`config.mk`:
```
export PLATFORM = sky130hd
export DESIGN_NAME = game_round_ctrl_flat
export DESIGN_NICKNAME = d
export VERILOG_FILES = /design/src/rtl/game_pkg.sv /design/src/rtl/game_round_ctrl_if.sv /design/src/rtl/game_action_arb.sv /design/src/rtl/game_round_ctrl.sv /design/src/flat_wrapper.sv
export SDC_FILE = /design/constraint.sdc
export NUM_CORES = 1
export LEC_CHECK = 0
export CORE_ASPECT_RATIO = 1.5
export CORE_MARGIN = 2
export CORE_UTILIZATION = 50
export DETAILED_ROUTE_END_ITERATION = 8
export HOLD_SLACK_MARGIN = 0.1
export PLACE_DENSITY = 0.78
export SLEW_MARGIN = 20
export SYNTH_ARGS = -nofsm -noshare
export SYNTH_HDL_FRONTEND = slang
export SYNTH_SLANG_ARGS = --single-unit
```
`constraint.sdc`:
```
create_clock -name CLK -period 5.5 [get_ports CLK]
set_input_delay 0.825 -clock CLK [delete_from_list [all_inputs] [get_ports CLK]]
set_output_delay 0.825 -clock CLK [all_outputs]
set_load 0.03 [all_outputs]
```
`src/rtl/game_pkg.sv`:
```
// Shared encodings for the match sequencer: action codes, FSM states,
// winner codes, button bit positions and the bus widths used by the core.
package game_pkg;

  localparam int unsigned ACT_W   = 3;
  localparam int unsigned BTN_W   = 6;
  localparam int unsigned HP_W    = 2;
  localparam int unsigned TIMER_W = 6;
  localparam int unsigned ROUND_W = 3;
  localparam int unsigned WINS_W  = 2;
  localparam int unsigned PH_W    = 3;

  // Button bit positions within p*_btn
  localparam int unsigned BTN_BACK  = 0;
  localparam int unsigned BTN_FWD   = 1;
  localparam int unsigned BTN_JUMP  = 2;
  localparam int unsigned BTN_WAIT  = 3;
  localparam int unsigned BTN_PUNCH = 4;
  localparam int unsigned BTN_KICK  = 5;

  typedef enum logic [ACT_W-1:0] {
    ACT_WAIT  = 3'd0,
    ACT_FWD   = 3'd1,
    ACT_BACK  = 3'd2,
    ACT_JUMP  = 3'd3,
    ACT_PUNCH = 3'd4,
    ACT_KICK  = 3'd5
  } action_e;

  typedef enum logic [2:0] {
    ST_IDLE       = 3'd0,
    ST_INTRO      = 3'd1,
    ST_FIGHT      = 3'd2,
    ST_KO         = 3'd3,
    ST_ROUND_END  = 3'd4,
    ST_MATCH_OVER = 3'd5
  } state_e;

  typedef enum logic [1:0] {
    WIN_NONE = 2'b00,
    WIN_P1   = 2'b01,
    WIN_P2   = 2'b10,
    WIN_DRAW = 2'b11
  } winner_e;

  // Fixed-priority button encoder: kick > punch > jump > back > forward > waiting
  function automatic action_e encode_buttons(input logic [BTN_W-1:0] btn);
    action_e act;
    act = ACT_WAIT;
    if (btn[BTN_KICK])       act = ACT_KICK;
    else if (btn[BTN_PUNCH]) act = ACT_PUNCH;
    else if (btn[BTN_JUMP])  act = ACT_JUMP;
    else if (btn[BTN_BACK])  act = ACT_BACK;
    else if (btn[BTN_FWD])   act = ACT_FWD;
    else if (btn[BTN_WAIT])  act = ACT_WAIT;
    return act;
  endfunction

  // Larger value wins; equal values are a draw (used for health and wins)
  function automatic winner_e compare_score(input logic [1:0] a, input logic [1:0] b);
    winner_e res;
    res = WIN_DRAW;
    if (a > b)      res = WIN_P1;
    else if (b > a) res = WIN_P2;
    return res;
  endfunction

endpackage

```
`src/rtl/game_round_ctrl_if.sv`:
```
// Pad/core-facing bundle of the match sequencer.
//   p1_btn/p2_btn       : raw player buttons (from pads)
//   p1_health/p2_health : health levels (from core)
//   p1_action/p2_action : registered action codes (to core)
//   action_valid        : actions are live (to core)
//   core_rst_n          : active-low core reset (to core)
// master = sequencer side, slave = pads/core side.
interface game_round_ctrl_if;
  import game_pkg::*;

  logic [BTN_W-1:0] p1_btn;
  logic [BTN_W-1:0] p2_btn;
  logic [HP_W-1:0]  p1_health;
  logic [HP_W-1:0]  p2_health;
  logic [ACT_W-1:0] p1_action;
  logic [ACT_W-1:0] p2_action;
  logic             action_valid;
  logic             core_rst_n;

  modport master (
    input  p1_btn, p2_btn, p1_health, p2_health,
    output p1_action, p2_action, action_valid, core_rst_n
  );

  modport slave (
    output p1_btn, p2_btn, p1_health, p2_health,
    input  p1_action, p2_action, action_valid, core_rst_n
  );

endinterface

```
`src/rtl/game_action_arb.sv`:
```
// Per-player action arbiter: priority-encodes the button set into a
// registered action code and blocks the player for COOLDOWN cycles after
// a PUNCH or KICK.
//   clk, rst_n : clock, async active-low reset
//   en         : high when the next cycle is a FIGHT cycle
//   btn        : raw button set
//   action     : registered action code (0 when not enabled)
module game_action_arb
  import game_pkg::*;
#(
  parameter int unsigned COOLDOWN = 1
) (
  input  logic             clk,
  input  logic             rst_n,
  input  logic             en,
  input  logic [BTN_W-1:0] btn,
  output logic [ACT_W-1:0] action
);

  localparam int unsigned CD_W = (COOLDOWN < 2) ? 1 : $clog2(COOLDOWN + 1);

  logic [CD_W-1:0] cd_cnt;
  action_e         pick_c;

  assign pick_c = encode_buttons(btn);

  // Action register and cooldown; disabled cycles clear the cooldown
  always_ff @(posedge clk or negedge rst_n) begin
    if (!rst_n) begin
      action <= ACT_W'(ACT_WAIT);
      cd_cnt <= '0;
    end else if (!en) begin
      action <= ACT_W'(ACT_WAIT);
      cd_cnt <= '0;
    end else if (cd_cnt != '0) begin
      action <= ACT_W'(ACT_WAIT);
      cd_cnt <= cd_cnt - CD_W'(1);
    end else begin
      action <= ACT_W'(pick_c);
      if (pick_c == ACT_PUNCH || pick_c == ACT_KICK) begin
        cd_cnt <= CD_W'(COOLDOWN);
      end
    end
  end

endmodule

```
`src/rtl/game_round_ctrl.sv`:
```
// Match sequencer for the two-player fighting-game core: holds the core in
// reset between rounds, times each round, scores KO/time-out results and
// declares the match winner. Action arbitration lives in game_action_arb.
//   CLK, RST_N : clock, async active-low reset
//   start      : starts a match (IDLE / MATCH_OVER only)
//   gif        : pad/core bundle (buttons, health, actions, core reset)
//   state      : FSM state code
//   timer      : remaining FIGHT ticks
//   round_num  : current round, 1-based (0 in IDLE)
//   p1_wins/p2_wins : round wins per player
//   winner     : match result 00 none, 01 P1, 10 P2, 11 draw
module game_round_ctrl
  import game_pkg::*;
#(
  parameter int unsigned ROUND_TICKS  = 60,
  parameter int unsigned INTRO_CYCLES = 2,
  parameter int unsigned SHOW_CYCLES  = 4,
  parameter int unsigned WINS_TO_WIN  = 2,
  parameter int unsigned MAX_ROUNDS   = 5,
  parameter int unsigned COOLDOWN     = 1
) (
  input  logic               CLK,
  input  logic               RST_N,
  input  logic               start,
  game_round_ctrl_if.master  gif,
  output logic [2:0]         state,
  output logic [TIMER_W-1:0] timer,
  output logic [ROUND_W-1:0] round_num,
  output logic [WINS_W-1:0]  p1_wins,
  output logic [WINS_W-1:0]  p2_wins,
  output logic [1:0]         winner
);

  state_e           st_q;
  logic [PH_W-1:0]  phase_q;
  winner_e          round_res_q;

  logic    p1_ko_c;
  logic    p2_ko_c;
  logic    end_round_c;
  logic    intro_done_c;
  logic    show_done_c;
  logic    match_done_c;
  logic    fight_next_c;
  winner_e round_res_c;

  assign state = 3'(st_q);

  assign p1_ko_c      = (gif.p1_health == '0);
  assign p2_ko_c      = (gif.p2_health == '0);
  assign end_round_c  = p1_ko_c || p2_ko_c || (timer == TIMER_W'(1));
  assign intro_done_c = (phase_q == PH_W'(INTRO_CYCLES - 1));
  assign show_done_c  = (phase_q == PH_W'(SHOW_CYCLES - 1));
  assign match_done_c = (p1_wins == WINS_W'(WINS_TO_WIN)) ||
                        (p2_wins == WINS_W'(WINS_TO_WIN)) ||
                        (round_num == ROUND_W'(MAX_ROUNDS));

  // Next cycle is a FIGHT cycle: lets registered actions line up with state
  assign fight_next_c = (st_q == ST_INTRO && intro_done_c) ||
                        (st_q == ST_FIGHT && !end_round_c);

  // Round outcome; a zero health always counts as KO, even on time-out
  always_comb begin
    round_res_c = WIN_DRAW;
    if (p1_ko_c && p2_ko_c) round_res_c = WIN_DRAW;
    else if (p1_ko_c)       round_res_c = WIN_P2;
    else if (p2_ko_c)       round_res_c = WIN_P1;
    else                    round_res_c = compare_score(gif.p1_health, gif.p2_health);
  end

  // Match FSM with timer, score and core-reset registers
  always_ff @(posedge CLK or negedge RST_N) begin
    if (!RST_N) begin
      st_q             <= ST_IDLE;
      phase_q          <= '0;
      round_res_q      <= WIN_NONE;
      timer            <= '0;
      round_num        <= '0;
      p1_wins          <= '0;
      p2_wins          <= '0;
      winner           <= 2'(WIN_NONE);
      gif.core_rst_n   <= 1'b0;
      gif.action_valid <= 1'b0;
    end else begin
      gif.action_valid <= fight_next_c;
      case (st_q)
        ST_IDLE, ST_MATCH_OVER: begin
          if (start) begin
            p1_wins        <= '0;
            p2_wins        <= '0;
            winner         <= 2'(WIN_NONE);
            round_num      <= ROUND_W'(1);
            phase_q        <= '0;
            gif.core_rst_n <= 1'b0;
            st_q           <= ST_INTRO;
          end
        end
        ST_INTRO: begin
          timer <= TIMER_W'(ROUND_TICKS);
          if (intro_done_c) begin
            gif.core_rst_n <= 1'b1;
            st_q           <= ST_FIGHT;
          end else begin
            phase_q <= phase_q + PH_W'(1);
          end
        end
        ST_FIGHT: begin
          timer <= timer - TIMER_W'(1);
          if (end_round_c) begin
            round_res_q <= round_res_c;
            st_q        <= ST_KO;
          end
        end
        ST_KO: begin
          if (round_res_q == WIN_P1 && p1_wins < WINS_W'(WINS_TO_WIN)) begin
            p1_wins <= p1_wins + WINS_W'(1);
          end
          if (round_res_q == WIN_P2 && p2_wins < WINS_W'(WINS_TO_WIN)) begin
            p2_wins <= p2_wins + WINS_W'(1);
          end
          phase_q <= '0;
          st_q    <= ST_ROUND_END;
        end
        ST_ROUND_END: begin
          if (show_done_c) begin
            if (match_done_c) begin
              winner <= 2'(compare_score(p1_wins, p2_wins));
              st_q   <= ST_MATCH_OVER;
            end else begin
              if (round_num < ROUND_W'(MAX_ROUNDS)) begin
                round_num <= round_num + ROUND_W'(1);
              end
              phase_q        <= '0;
              gif.core_rst_n <= 1'b0;
              st_q           <= ST_INTRO;
            end
          end else begin
            phase_q <= phase_q + PH_W'(1);
          end
        end
        default: st_q <= ST_IDLE;
      endcase
    end
  end

  game_action_arb #(.COOLDOWN(COOLDOWN)) u_p1_arb (
    .clk    (CLK),
    .rst_n  (RST_N),
    .en     (fight_next_c),
    .btn    (gif.p1_btn),
    .action (gif.p1_action)
  );

  game_action_arb #(.COOLDOWN(COOLDOWN)) u_p2_arb (
    .clk    (CLK),
    .rst_n  (RST_N),
    .en     (fight_next_c),
    .btn    (gif.p2_btn),
    .action (gif.p2_action)
  );

endmodule

```
`src/flat_wrapper.sv`:
```
// flat-port wrapper written by rule: the top's interface ports become plain ports
module game_round_ctrl_flat import game_pkg::*;
#(
  parameter int unsigned ROUND_TICKS  = 60,
  parameter int unsigned INTRO_CYCLES = 2,
  parameter int unsigned SHOW_CYCLES  = 4,
  parameter int unsigned WINS_TO_WIN  = 2,
  parameter int unsigned MAX_ROUNDS   = 5,
  parameter int unsigned COOLDOWN     = 1
)
  (CLK, RST_N, start, state, timer, round_num, p1_wins, p2_wins, winner, gif_p1_btn, gif_p2_btn, gif_p1_health, gif_p2_health, gif_p1_action, gif_p2_action, gif_action_valid, gif_core_rst_n);
  game_round_ctrl_if gif_i ();
  input  logic CLK;
  input  logic RST_N;
  input  logic start;
  output logic [2:0] state;
  output logic [TIMER_W-1:0] timer;
  output logic [ROUND_W-1:0] round_num;
  output logic [WINS_W-1:0] p1_wins;
  output logic [WINS_W-1:0] p2_wins;
  output logic [1:0] winner;
  input wire logic [$bits(gif_i.p1_btn)-1:0] gif_p1_btn;
  input wire logic [$bits(gif_i.p2_btn)-1:0] gif_p2_btn;
  input wire logic [$bits(gif_i.p1_health)-1:0] gif_p1_health;
  input wire logic [$bits(gif_i.p2_health)-1:0] gif_p2_health;
  output wire logic [$bits(gif_i.p1_action)-1:0] gif_p1_action;
  output wire logic [$bits(gif_i.p2_action)-1:0] gif_p2_action;
  output wire logic [$bits(gif_i.action_valid)-1:0] gif_action_valid;
  output wire logic [$bits(gif_i.core_rst_n)-1:0] gif_core_rst_n;
  assign gif_i.p1_btn = gif_p1_btn;
  assign gif_i.p2_btn = gif_p2_btn;
  assign gif_i.p1_health = gif_p1_health;
  assign gif_i.p2_health = gif_p2_health;
  assign gif_p1_action = gif_i.p1_action;
  assign gif_p2_action = gif_i.p2_action;
  assign gif_action_valid = gif_i.action_valid;
  assign gif_core_rst_n = gif_i.core_rst_n;
  game_round_ctrl #(.ROUND_TICKS(ROUND_TICKS), .INTRO_CYCLES(INTRO_CYCLES), .SHOW_CYCLES(SHOW_CYCLES), .WINS_TO_WIN(WINS_TO_WIN), .MAX_ROUNDS(MAX_ROUNDS), .COOLDOWN(COOLDOWN)) u_core (.CLK(CLK), .RST_N(RST_N), .start(start), .gif(gif_i), .state(state), .timer(timer), .round_num(round_num), .p1_wins(p1_wins), .p2_wins(p2_wins), .winner(winner));
endmodule
```
# Yosys cells after proc, flatten, opt, wreduce, memory -nomap -nowiden
# Index checks and enable logic that the tools add are counted.
[op_classes]
n_addsub = 7
eq_ne = 28
mux = 56
reduce_logical = 30
n_lt_le_gt_ge = 7
[op_table]
columns = ["cell", "n"]
rows = [
  ["$mux 3", 20],
  ["$mux 2", 14],
  ["$eq 3x3->1 const B", 7],
  ["$pmux 3 s5", 1],
  ["$mux 1", 14],
  ["$ne 2x1->1 const B", 7],
  ["$pmux 2 s2", 3],
  ["$pmux 3 s4", 1],
  ["$pmux 6 s2", 1],
  ["$reduce_and 4->1", 3],
  ["$reduce_and 5->1", 2],
  ["$eq 3x2->1 const B", 3],
  ["$gt 2x2->1", 4],
  ["$logic_or 1x1->1", 7],
  ["$add 3x1->3 const B", 2],
  ["$eq 2x2->1 const B", 3],
  ["$eq 3x1->1 const B", 2],
  ["$eq 6x1->1 const B", 1],
  ["$ne 2x2->1 const B", 3],
  ["$pmux 3 s2", 1],
  ["$reduce_and 3->1", 2],
  ["$reduce_bool 2->1", 3],
  ["$sub 6x1->6 const B", 1],
  ["$logic_and 1x1->1", 5],
  ["other kinds (14)", 18],
]
[totals]
register_bits = 33
elab_cells = 142
inputBits = 19
out_inout_bits = 26

# Depth between registers and ports, before layout
# Gate-level depths: netlist of run 1.
[logic_depth]
ltp_word = 10
mapped_depth = 6

# Modules after synthesis
# From an unflattened synthesis of run 1, not the netlist that was laid out.
[unflattened]
hier_cells = 207
area_unflattened_um2 = 1970.6
[by_module_without_submodules]
columns = ["module", "n_inst", "seq_area_each_um2", "cells_per_inst", "area_per_inst_um2"]
rows = [
  ["game_round_ctrl", 1, 625.6, 181, 1685.4],
  ["game_action_arb", 2, 75.1, 13, 142.6],
]

# Worst setup path before layout of run 1
# OpenSTA, ideal clock, no wires.
[synth_path]
kind = "register to register"
from = "reg u_core.round_num[1]"
to = "reg u_core.phase_q[2]"
required_time_ns = 5.375
slack_ns = 3.449
synth_period_minus_slack_ns = 2.051
stages_incl_launch_ff = 7
setup_time_ns = 0.125
t_arrival_ns = 1.926
path_cell_list = "dfrtp_1 inv_1 ha_1 a211oi_2 nor3b_4 a221o_1 mux2_4"
[synth_between]
elab_chain_len = 4
[synth_lines]
columns = ["item", "line_no", "text"]
rows = [
  ["start, declared", "game_round_ctrl.sv:28", "output logic [ROUND_W-1:0] round_num,"],
  ["start signal, assigned", "game_round_ctrl.sv:131", "round_num <= round_num + ROUND_W'(1);"],
  ["$eq 3x3->1", "game_round_ctrl.sv:56", "(round_num == ROUND_W'(MAX_ROUNDS));"],
  ["$logic_or 1x1->1", "game_round_ctrl.sv:55", "(p2_wins == WINS_W'(WINS_TO_WIN)) ||"],
  ["$ne 3x3->1 (no line)", "n/a", ""],
  ["$reduce_and 4->1 (no line)", "n/a", ""],
  ["end signal, assigned", "game_round_ctrl.sv:104", "phase_q <= phase_q + PH_W'(1);"],
  ["end signal, assigned", "game_round_ctrl.sv:138", "phase_q <= phase_q + PH_W'(1);"],
  ["end, declared", "game_round_ctrl.sv:35", "logic [PH_W-1:0] phase_q;"],
]
# Every way passes these cells.
# A chain may end at the register's enable or synchronous reset.

# Worst setup path after layout of run 1
[layout_path]
from = "reg u_core.st_q[1] (netlist: u_core.state[1])"
to = "out state[1]"
[layout_rtl]
columns = ["item", "line_no", "text"]
rows = [
  ["start, declared", "game_round_ctrl.sv:34", "state_e st_q;"],
  ["start signal, assigned", "game_round_ctrl.sv:74", "st_q <= ST_IDLE;"],
  ["start signal, assigned", "game_round_ctrl.sv:95", "st_q <= ST_INTRO;"],
  ["start signal, assigned", "game_round_ctrl.sv:102", "st_q <= ST_FIGHT;"],
  ["end, declared", "flat_wrapper.sv:16", "output logic [2:0] state;"],
]
# No word-level cell between the ends.

==> flow_summary.toml, run 1 <==
[pwr]
irDropWorstVdd_mv = 0.295
swShare = 0.428
leakage_nw = 1.05
flop_pwr_share = 0.343
pwr-share-comb = 0.488
p_total_mw = 1.17
power_switching_mw = 0.501
power.clock.fraction = 0.169
power.internal_mw = 0.670
pwr_density_cell_mw_per_mm2 = 484

[final_layout]
finish.net_count = 272
layout_common_cells = "sky130_fd_sc_hd__clkdlybuf4s50_1, sky130_fd_sc_hd__dfrtp_1, sky130_fd_sc_hd__nor2_1"
post-route-cell-area_mm2 = 0.00242
layout-drive-gt1-share = 0.0750
n_antenna_cell = 0
syn_to_final_growth_pct = 28.3
final_common_cell = "sky130_fd_sc_hd__clkdlybuf4s50_1"

[sta]
timing.clock.skew_ps = 2.96
slew-limit-headroom = 0.475
worstMarginPinSlew_ps = 788
final-setup-viol-count = 0
fin_ws_ps = 2730
rsz_0062_raised_after_global_routing = "no"
post_route_minimum_period_ps = 2770
fin_tns_setup_ps = 0
timing.final.hold_violations = 0
layout_worst_path_cycle_share = 0.504
fmax_mhz = 361
timing_max_transition_violations_final = 0

[logic_synthesis]
fraction_of_the_yosys_area_taken_by_sequential_cells = 0.412
postSynth.asyncResetShare = 1.00
yosysWarningCount = 0
avgSynthCellArea_um2 = 9.66
post_synth_instance_area_mm2 = 0.00188
synth_area_leader = "sky130_fd_sc_hd__dfrtp_1"
number_of_flip_flops_and_latches_in_the_synthesized_netlist = 31
netlist_instances = 195
synthDistinctLibCells = 48
synth_net_count = 228
synth-main-ff-cell = "sky130_fd_sc_hd__dfrtp_1"
post-synth-top-area-fraction = 0.412
synth_top_cells_by_area = "sky130_fd_sc_hd__dfrtp_1, sky130_fd_sc_hd__ha_1, sky130_fd_sc_hd__nor2_1"
synth_enable_flop_cells = 0

[route]
drt.antenna.violating_nets = 0
routed_wire_length_per_instance_um = 13.6
wirelength_um = 3850
detail_route.vias_per_cell = 5.59
route.detailed.drc = 0
num_vias = 1582
drt-pass1-iter-count = 4
detailedRoute.firstIterationViolations = 27

[cts]
hold_bufs_at_cts = 0
clkTransAtPathRegs_ps = 60
cts.sink_count = 31
tritoncts.num_buffers = 5
ctsHtreeMaxLevel = 2
cts-root-buf = "sky130_fd_sc_hd__clkbuf_8"
postCtsSetupRepairBufs = 0
cts-root-to-sink-buffers = 2
cts_resized = 0
clk_latency_ps = 280
cts_tree = "built"

[global_route]
grt_start_max_net_pins = 32
global_route.usage.total = 0.213
grt_pass1_wl_um = 6730
gr-total-overflow = 0
antenna_found_initial = 0
number_of_global_route_vias_before_repair = 1610

[setup_path]
critical_path.max_stage_delay_ps = 860
worst_setup_path_end_kind = "primary output"
r2r-start = "u_core.state[1]"
crit_path_top_delay_cell = "sky130_fd_sc_hd__dfrtp_1"
critical_path_peak_fanout = 25
path_depth = 1
worstSetupStartpointType = "flip-flop"
worstSetupPathType = "reg2out"
critical_path_arrival_ps = 1940
worst_r2r_endpoint = "u_core.phase_q[2]"
cp_top_delay_family = "flip-flops"
critical_path_required_ps = 4680
path_buf_inv = 1
worst-r2r-cell-count = 4
setup.reg_to_reg.worst_slack_ps = 3390
crit_path_cell_trace = "clkdlybuf4s50_1"

[die]
rows = 27
floorplan.die.width_um = 54.1
start_util = 0.516
io-pin-count = 45
core_area_mm2 = 0.00365
floorplan.die.height_um = 79.2
die-area_mm2 = 0.00429

[place]
place_ws_ps = 2920
port_buffers = 42
place_hpwl_um = 2900
dpl_cell_area_mm2 = 0.00232
globalplace.congestion = 0.783

[hold_path]
hold-path-endpoint = "u_core.u_p1_arb.action[1]"
hold_depth = 1
worstHoldPathType = "reg2reg"
holdCritStartpoint = "u_core.u_p1_arb.action[2]"

[status]
outcome = "complete, no violations"

[run]
max_cap_violations = 0
[sequential cells by signal, indices dropped and copies added (netlist names), 2 cells and up]
name,flops
u_core.winner,2
u_core.u_p1_arb.action,3
u_core.p1_wins,2
u_core.p2_wins,2
u_core.phase_q,3
u_core.timer,6
u_core.state,3
u_core.round_res_q,2
u_core.u_p2_arb.action,3
u_core.round_num,3
[cells by family after synthesis]
logic type,count (synthesis),share of synthesized area
mux,7,0.0412
compound gates,43,0.165
fa+ha+maj,15,0.0983
simple gates,76,0.224
flops,31,0.412
buf+inv,23,0.0598
[worst max path at each step]
| stage | end | slack (ps) | start |
|---|---|---|---|
| 3_5_place_dp | u_core.phase_q[2] | 2920 | start |
| 2_1_floorplan | u_core.phase_q[2] | 3450 | u_core.round_num[1] |
| 5_1_grt | state[1] | 2630 | u_core.state[1] |
| 6_report | state[1] | 2730 | u_core.state[1] |
| 3_3_place_gp | u_core.phase_q[2] | 2920 | start |
| 4_1_cts | state[1] | 2710 | u_core.state[1] |
[synth_stat cells (2+ instances only)]
library cell               number
sky130_fd_sc_hd__a21o_1         3
sky130_fd_sc_hd__a21oi_1        6
sky130_fd_sc_hd__a221o_1        2
sky130_fd_sc_hd__a32o_1         2
sky130_fd_sc_hd__buf_4          3
sky130_fd_sc_hd__buf_6          2
sky130_fd_sc_hd__dfrtp_1       31
sky130_fd_sc_hd__ha_1          14
sky130_fd_sc_hd__inv_1         17
sky130_fd_sc_hd__mux2_2         2
sky130_fd_sc_hd__mux2i_1        4
sky130_fd_sc_hd__nand2_1       16
sky130_fd_sc_hd__nand2b_1       5
sky130_fd_sc_hd__nor2_1        20
sky130_fd_sc_hd__nor2b_1        5
sky130_fd_sc_hd__nor3_1        12
sky130_fd_sc_hd__nor3b_1        2
sky130_fd_sc_hd__nor3b_4        2
sky130_fd_sc_hd__nor4_1         2
sky130_fd_sc_hd__o21ai_0       10
sky130_fd_sc_hd__o22ai_1        2
sky130_fd_sc_hd__o31ai_1        4
sky130_fd_sc_hd__o32ai_1        2
sky130_fd_sc_hd__or3_1          3
[layer usage]
layer | vias up | wire length [um] | share of wire | track usage
li1 | 784 | - | - | -
met1 | 750 | 1570 | 0.41 | 0.224
met2 | 41 | 2020 | 0.53 | 0.380
met3 | 7 | 170 | 0.044 | 0.0470
met4 | 0 | 89 | 0.023 | 0.100
met5 | - | 0 | 0 | 0
[final cells by class]
class | count | area (um^2)
Timing Repair Buffer | 43 | 428
Fill cell | 320 | 1230
Multi-Input combinational cell | 141 | 996
Clock buffer | 8 | 100
Sequential cell | 31 | 776
Tap cell | 43 | 53.8
Inverter | 17 | 63.8
[power groups by stage]
stage / Clock (mW) / Sequential [mW] / Combinational (mW)
3_5_place_dp: 0 / 0.407 / 0.575
2_1_floorplan: 0 / 0.453 / 0.347
5_1_grt: 0.210 / 0.418 / 0.627
6_report: 0.197 / 0.402 / 0.572
4_1_cts: 0.203 / 0.402 / 0.578
3_3_place_gp: 0 / 0.404 / 0.560
[through the flow]
| stage | hold WS (ps) | util | instances |
|---|---|---|---|
| after floorplan | 457 | - | 195 |
| after global placement | 475 | 0.635 | 275 |
| after detailed placement | 480 | 0.635 | 275 |
| after CTS | 490 | 0.663 | 283 |
| after global routing | 503 | 0.663 | 283 |
| final | 490 | 0.663 | 283 |
Note: power is estimated with default switching activity, not from simulation.
==> run 2, diff against run 1 <==
Settings changed: CORE_UTILIZATION 50 to 45, PLACE_DENSITY 0.78 to 0.74.
Clock period 5.5 ns to 2.5 ns, I/O delays scaled along.
==> run 2 against run 1 <==
  * Highest routed layer unchanged
  * Sequential share of layout area decreased by 0.46 points
  * Core utilization decreased by 4.9 points
  * Largest power group unchanged
  * Global-route usage decreased by 2.6 points
  * Setup slack got worse by 2400 ps
  * Count of clock-buffer cells in the layout decreased by 2
  * Die area increased by 10%
  * Combinational power increased by 130%
  * Critical endpoint unchanged
==> flow_summary.toml, run 2 (same netlist as run 1, synthesis figures left out) <==
[hold_path]
holdCritStartpoint = "u_core.u_p2_arb.action[2]"
worstHoldPathType = "reg2reg"
hold-path-endpoint = "u_core.u_p2_arb.action[1]"
hold_depth = 1

[pwr]
irDropWorstVdd_mv = 0.661
pwr_density_cell_mw_per_mm2 = 1090
p_total_mw = 2.67
leakage_nw = 1.07

[sta]
timing.final.hold_violations = 0
fmax_mhz = 468
layout_worst_path_cycle_share = 0.855
post_route_minimum_period_ps = 2140
hold_ws_ps = 484
timing_max_transition_violations_final = 0
final-setup-viol-count = 0
fin_tns_setup_ps = 0
slew-limit-headroom = 0.628
timing.clock.skew_ps = 4.60
worstMarginPinSlew_ps = 558
rsz_0062_raised_after_global_routing = "no"

[cts]
cts.sink_count = 31
tritoncts.num_buffers = 5
cts-root-to-sink-buffers = 2
clkTransAtPathRegs_ps = 70
postCtsSetupRepairBufs = 0
cts_resized = 0
cts_tree = "built"
cts-root-buf = "sky130_fd_sc_hd__clkbuf_8"
ctsHtreeMaxLevel = 2
hold_bufs_at_cts = 0
clk_latency_ps = 290

[final_layout]
n_antenna_cell = 0
num-fill-cells = 358
syn_to_final_growth_pct = 30.1
largest_register_ffs = 6
final_common_cell = "sky130_fd_sc_hd__clkdlybuf4s50_1"
area_used_by_multi_input_combinational_logic_um2 = 996
layout_common_cells = "sky130_fd_sc_hd__clkdlybuf4s50_1, sky130_fd_sc_hd__dfrtp_1, sky130_fd_sc_hd__nor2_1"
layout-drive-gt1-share = 0.0868
top_register = "u_core.timer"
finish.net_count = 274
register_area_um2 = 776

[place]
port_buffers = 42
globalplace.congestion = 0.783
place_hpwl_um = 2890

[die]
start_util = 0.472
rows = 28
die-area_mm2 = 0.00473
io-pin-count = 45
floorplan.die.height_um = 83.3
floorplan.die.width_um = 56.8
core_area_mm2 = 0.00399

[global_route]
global_route.usage.total = 0.187
grt_pass1_wl_um = 7040
grt_start_max_net_pins = 32
gr-total-overflow = 0
antenna_found_initial = 0
number_of_global_route_vias_before_repair = 1608

[setup_path]
critical_path.max_stage_delay_ps = 780
setup.reg_to_reg.worst_slack_ps = 470
critical_path_peak_fanout = 16
crit_path_top_delay_cell = "sky130_fd_sc_hd__clkdlybuf4s50_1"
r2r-start = "u_core.p2_wins[0]"
path_depth = 1
critical_path_required_ps = 2120
worst_r2r_endpoint = "u_core.phase_q[2]"
cp_top_delay_family = "buffers and inverters"
critical_path_arrival_ps = 1760
worst-r2r-cell-count = 6
path_buf_inv = 1
worstSetupPathType = "reg2out"
crit_path_cell_trace = "clkdlybuf4s50_1"
worstSetupStartpointType = "flip-flop"
worst_setup_path_end_kind = "primary output"

[route]
route.detailed.drc = 0
num_vias = 1623
routed_wire_length_per_instance_um = 13.6
detail_route.vias_per_cell = 5.66
detailedRoute.firstIterationViolations = 51
drt.antenna.violating_nets = 0
wirelength_um = 3900
drt-pass1-iter-count = 4

[run]
max_cap_violations = 0

[status]
outcome = "complete, no violations"
run 2: where the power goes:
group          internal (mW)  switching (mW)  total, mW
Combinational          0.584           0.709       1.29
Clock                  0.322           0.197      0.519
Sequential             0.651           0.204      0.855
Total                   1.56            1.11       2.67
run 2: routing by layer:
metal / up-vias / routed length, um / global-route usage
met1: 772 / 1570 / 0.215
met5: - / 0 / 0
met4: 0 / 97 / 0.0825
met3: 8 / 217 / 0.0452
met2: 56 / 2010 / 0.320
li1: 787 / - / -
run 2: metrics by stage:
step	worst slack, ps	cells	area [um^2]	util
2_1_floorplan	449	195	1880	-
3_3_place_gp	367	279	2330	0.585
3_5_place_dp	372	279	2330	0.585
4_1_cts	373	287	2450	0.614
5_1_grt	285	287	2450	0.614
6_report	363	287	2450	0.614
run 2: worst max path at each step:
stage,slack [ps],startpoint,to
detailed placement,370,start,u_core.phase_q[2]
floorplan,450,u_core.round_num[1],u_core.phase_q[2]
global placement,370,start,u_core.phase_q[2]
finish,360,u_core.state[1],state[1]
CTS,370,u_core.state[1],state[1]
global route,290,u_core.state[0],state[0]
run 2: area by class of cell:
cell class                 instances  area share
timing repair buffer              45       0.181
inverter                          17      0.0260
clock inverter                     2      0.0143
clock buffer                       6      0.0337
sequential                        31       0.316
tap                               45      0.0230
multi-input combinational        141       0.406
run 2: worst reg2reg max path: stages, from the launching register on:
cell and delay [ps]:
sky130_fd_sc_hd__dfrtp_1 400, sky130_fd_sc_hd__inv_1 60, sky130_fd_sc_hd__ha_1 240, sky130_fd_sc_hd__a211oi_2 400, sky130_fd_sc_hd__nor3b_4 100, sky130_fd_sc_hd__a221o_1 410
sky130_fd_sc_hd__mux2_4 310
==> run 3, diff against run 2 <==
Settings changed: SETUP_SLACK_MARGIN set to 0.4.
==> run 3 against run 2 <==
  * Setup slack gained 130 ps
  * Via count fell by 0.31%
  * Largest power group unchanged
  * Sequential cell count unchanged
==> flow_summary.toml, run 3 (same netlist as run 1, synthesis figures left out) <==
[status]
outcome = "complete, no violations"

[run]
max_cap_violations = 0

[pwr]
leakage_nw = 1.06
irDropWorstVdd_mv = 0.663
pwr_density_cell_mw_per_mm2 = 1090

[die]
die-area_mm2 = 0.00473
io-pin-count = 45
rows = 28
core_area_mm2 = 0.00399
floorplan.die.height_um = 83.3
floorplan.die.width_um = 56.8
start_util = 0.472

[global_route]
grt_pass1_wl_um = 7040
number_of_global_route_vias_before_repair = 1608
antenna_found_initial = 0
grt_start_max_net_pins = 32
gr-total-overflow = 0
global_route.usage.total = 0.187

[sta]
layout_worst_path_cycle_share = 0.803
fmax_mhz = 498
timing_max_transition_violations_final = 0
timing.final.hold_violations = 0
slew-limit-headroom = 0.701
final-setup-viol-count = 0
worstMarginPinSlew_ps = 446
post_route_minimum_period_ps = 2010
rsz_0062_raised_after_global_routing = "no"
fin_tns_setup_ps = 0
timing.clock.skew_ps = 6.15

[setup_path]
crit_path_cell_trace = "inv_1 > ha_1 > a211oi_2 > nor3b_4 > a221o_1 > mux2_4"
crit_path_top_delay_cell = "sky130_fd_sc_hd__dfrtp_1"
critical_path.max_stage_delay_ps = 400
path_buf_inv = 1
critical_path_required_ps = 2680
critical_path_peak_fanout = 5
worstSetupStartpointType = "flip-flop"
critical_path_arrival_ps = 2190
worstSetupPathType = "reg2reg"
path_depth = 6
worst_setup_path_end_kind = "flip-flop"
cp_top_delay_family = "compound AO/OA/AOI/OAI gates"
worst-r2r-cell-count = 6

[hold_path]
hold_depth = 1
worstHoldPathType = "reg2reg"

[route]
detail_route.vias_per_cell = 5.64
drt.antenna.violating_nets = 0
drt-pass1-iter-count = 4
route.detailed.drc = 0
wirelength_um = 3890
detailedRoute.firstIterationViolations = 44
routed_wire_length_per_instance_um = 13.6
num_vias = 1618

[cts]
cts-root-buf = "sky130_fd_sc_hd__clkbuf_8"
cts.sink_count = 31
postCtsSetupRepairBufs = 0
clk_latency_ps = 290
cts_tree = "built"
clkTransAtPathRegs_ps = 70
cts-root-to-sink-buffers = 2
tritoncts.num_buffers = 5
ctsHtreeMaxLevel = 2
hold_bufs_at_cts = 0

[final_layout]
num-fill-cells = 358
n_antenna_cell = 0
largest_register_ffs = 6
final-instance-count-excl-fill = 287
syn_to_final_growth_pct = 30.3
final_common_cell = "sky130_fd_sc_hd__clkdlybuf4s50_1"
layout-drive-gt1-share = 0.0950
top_register = "u_core.timer"
layout_common_cells = "sky130_fd_sc_hd__clkdlybuf4s50_1, sky130_fd_sc_hd__dfrtp_1, sky130_fd_sc_hd__nor2_1"
register_area_um2 = 778
finish.net_count = 274
area_used_by_multi_input_combinational_logic_um2 = 996

[place]
globalplace.congestion = 0.783
placedCellCount = 279
port_buffers = 42
place_hpwl_um = 2890
==> run 3: cell counts in the layout (fill, tap and decap cells not counted) <==
Identical to the previous run, type by type.
==> run 3: cell type report <==
type                    count  area share
inverters                  17      0.0260
clock buffers               6      0.0336
clock inverters             2      0.0143
repair buffers             45       0.180
well taps                  45      0.0229
flip-flops and latches     31       0.317
multi-input cells         141       0.406
==> run 3: final timing paths <==
| check | from | end | slack, ps |
|---|---|---|---|
| worst max-delay path | u_core.p2_wins[0] | u_core.phase_q[2] | 490 |
| worst min-delay path | u_core.u_p2_arb.action[2] | u_core.u_p2_arb.action[1] | 480 |
| worst max register to register | u_core.p2_wins[0] | u_core.phase_q[2] | 490 |
| worst min register to register | u_core.u_p2_arb.action[2] | u_core.u_p2_arb.action[1] | 480 |
| max in group asynchronous | RST_N | u_core.state[0] | 1690 |
| min in group asynchronous | RST_N | u_core.p1_wins[1] | 490 |
==> run 3: timing repair <==
action / 4_1_cts / 5_1_grt
gates resized for setup: 2 / 0
hold endpoints to repair: 0 / 0
setup endpoints to repair: 2 / 0
==> run 3: report_power, final <==
group | switching [mW] | internal [mW] | leakage [nW] | total [mW]
Clock | 0.197 | 0.322 | 0.0612 | 0.519
Combinational | 0.710 | 0.584 | 0.613 | 1.29
Sequential | 0.204 | 0.654 | 0.389 | 0.858
Total | 1.11 | 1.56 | 1.06 | 2.67
==> run 3: through the flow <==
step           hold slack, ps   util  total power [mW]  area, um^2  setup WS, ps
5_1_grt                   509  0.615              2.87        2450           413
4_1_cts                   490  0.615              2.70        2450           478
6_report                  484  0.615              2.67        2450           494
3_5_place_dp              480  0.585              2.17        2330           372
3_3_place_gp              477  0.585              2.15        2330           367
2_1_floorplan            79.4      -              1.76        1880           449
==> run 3: layer usage <==
layer / global-route usage / share of wire / routed length (um) / up-vias
li1: - / - / - / 789
met1: 0.215 / 0.41 / 1590 / 776
met2: 0.320 / 0.51 / 2000 / 45
met3: 0.0452 / 0.052 / 204 / 8
met4: 0.0825 / 0.025 / 97 / 0
met5: 0 / 0 / 0 / -
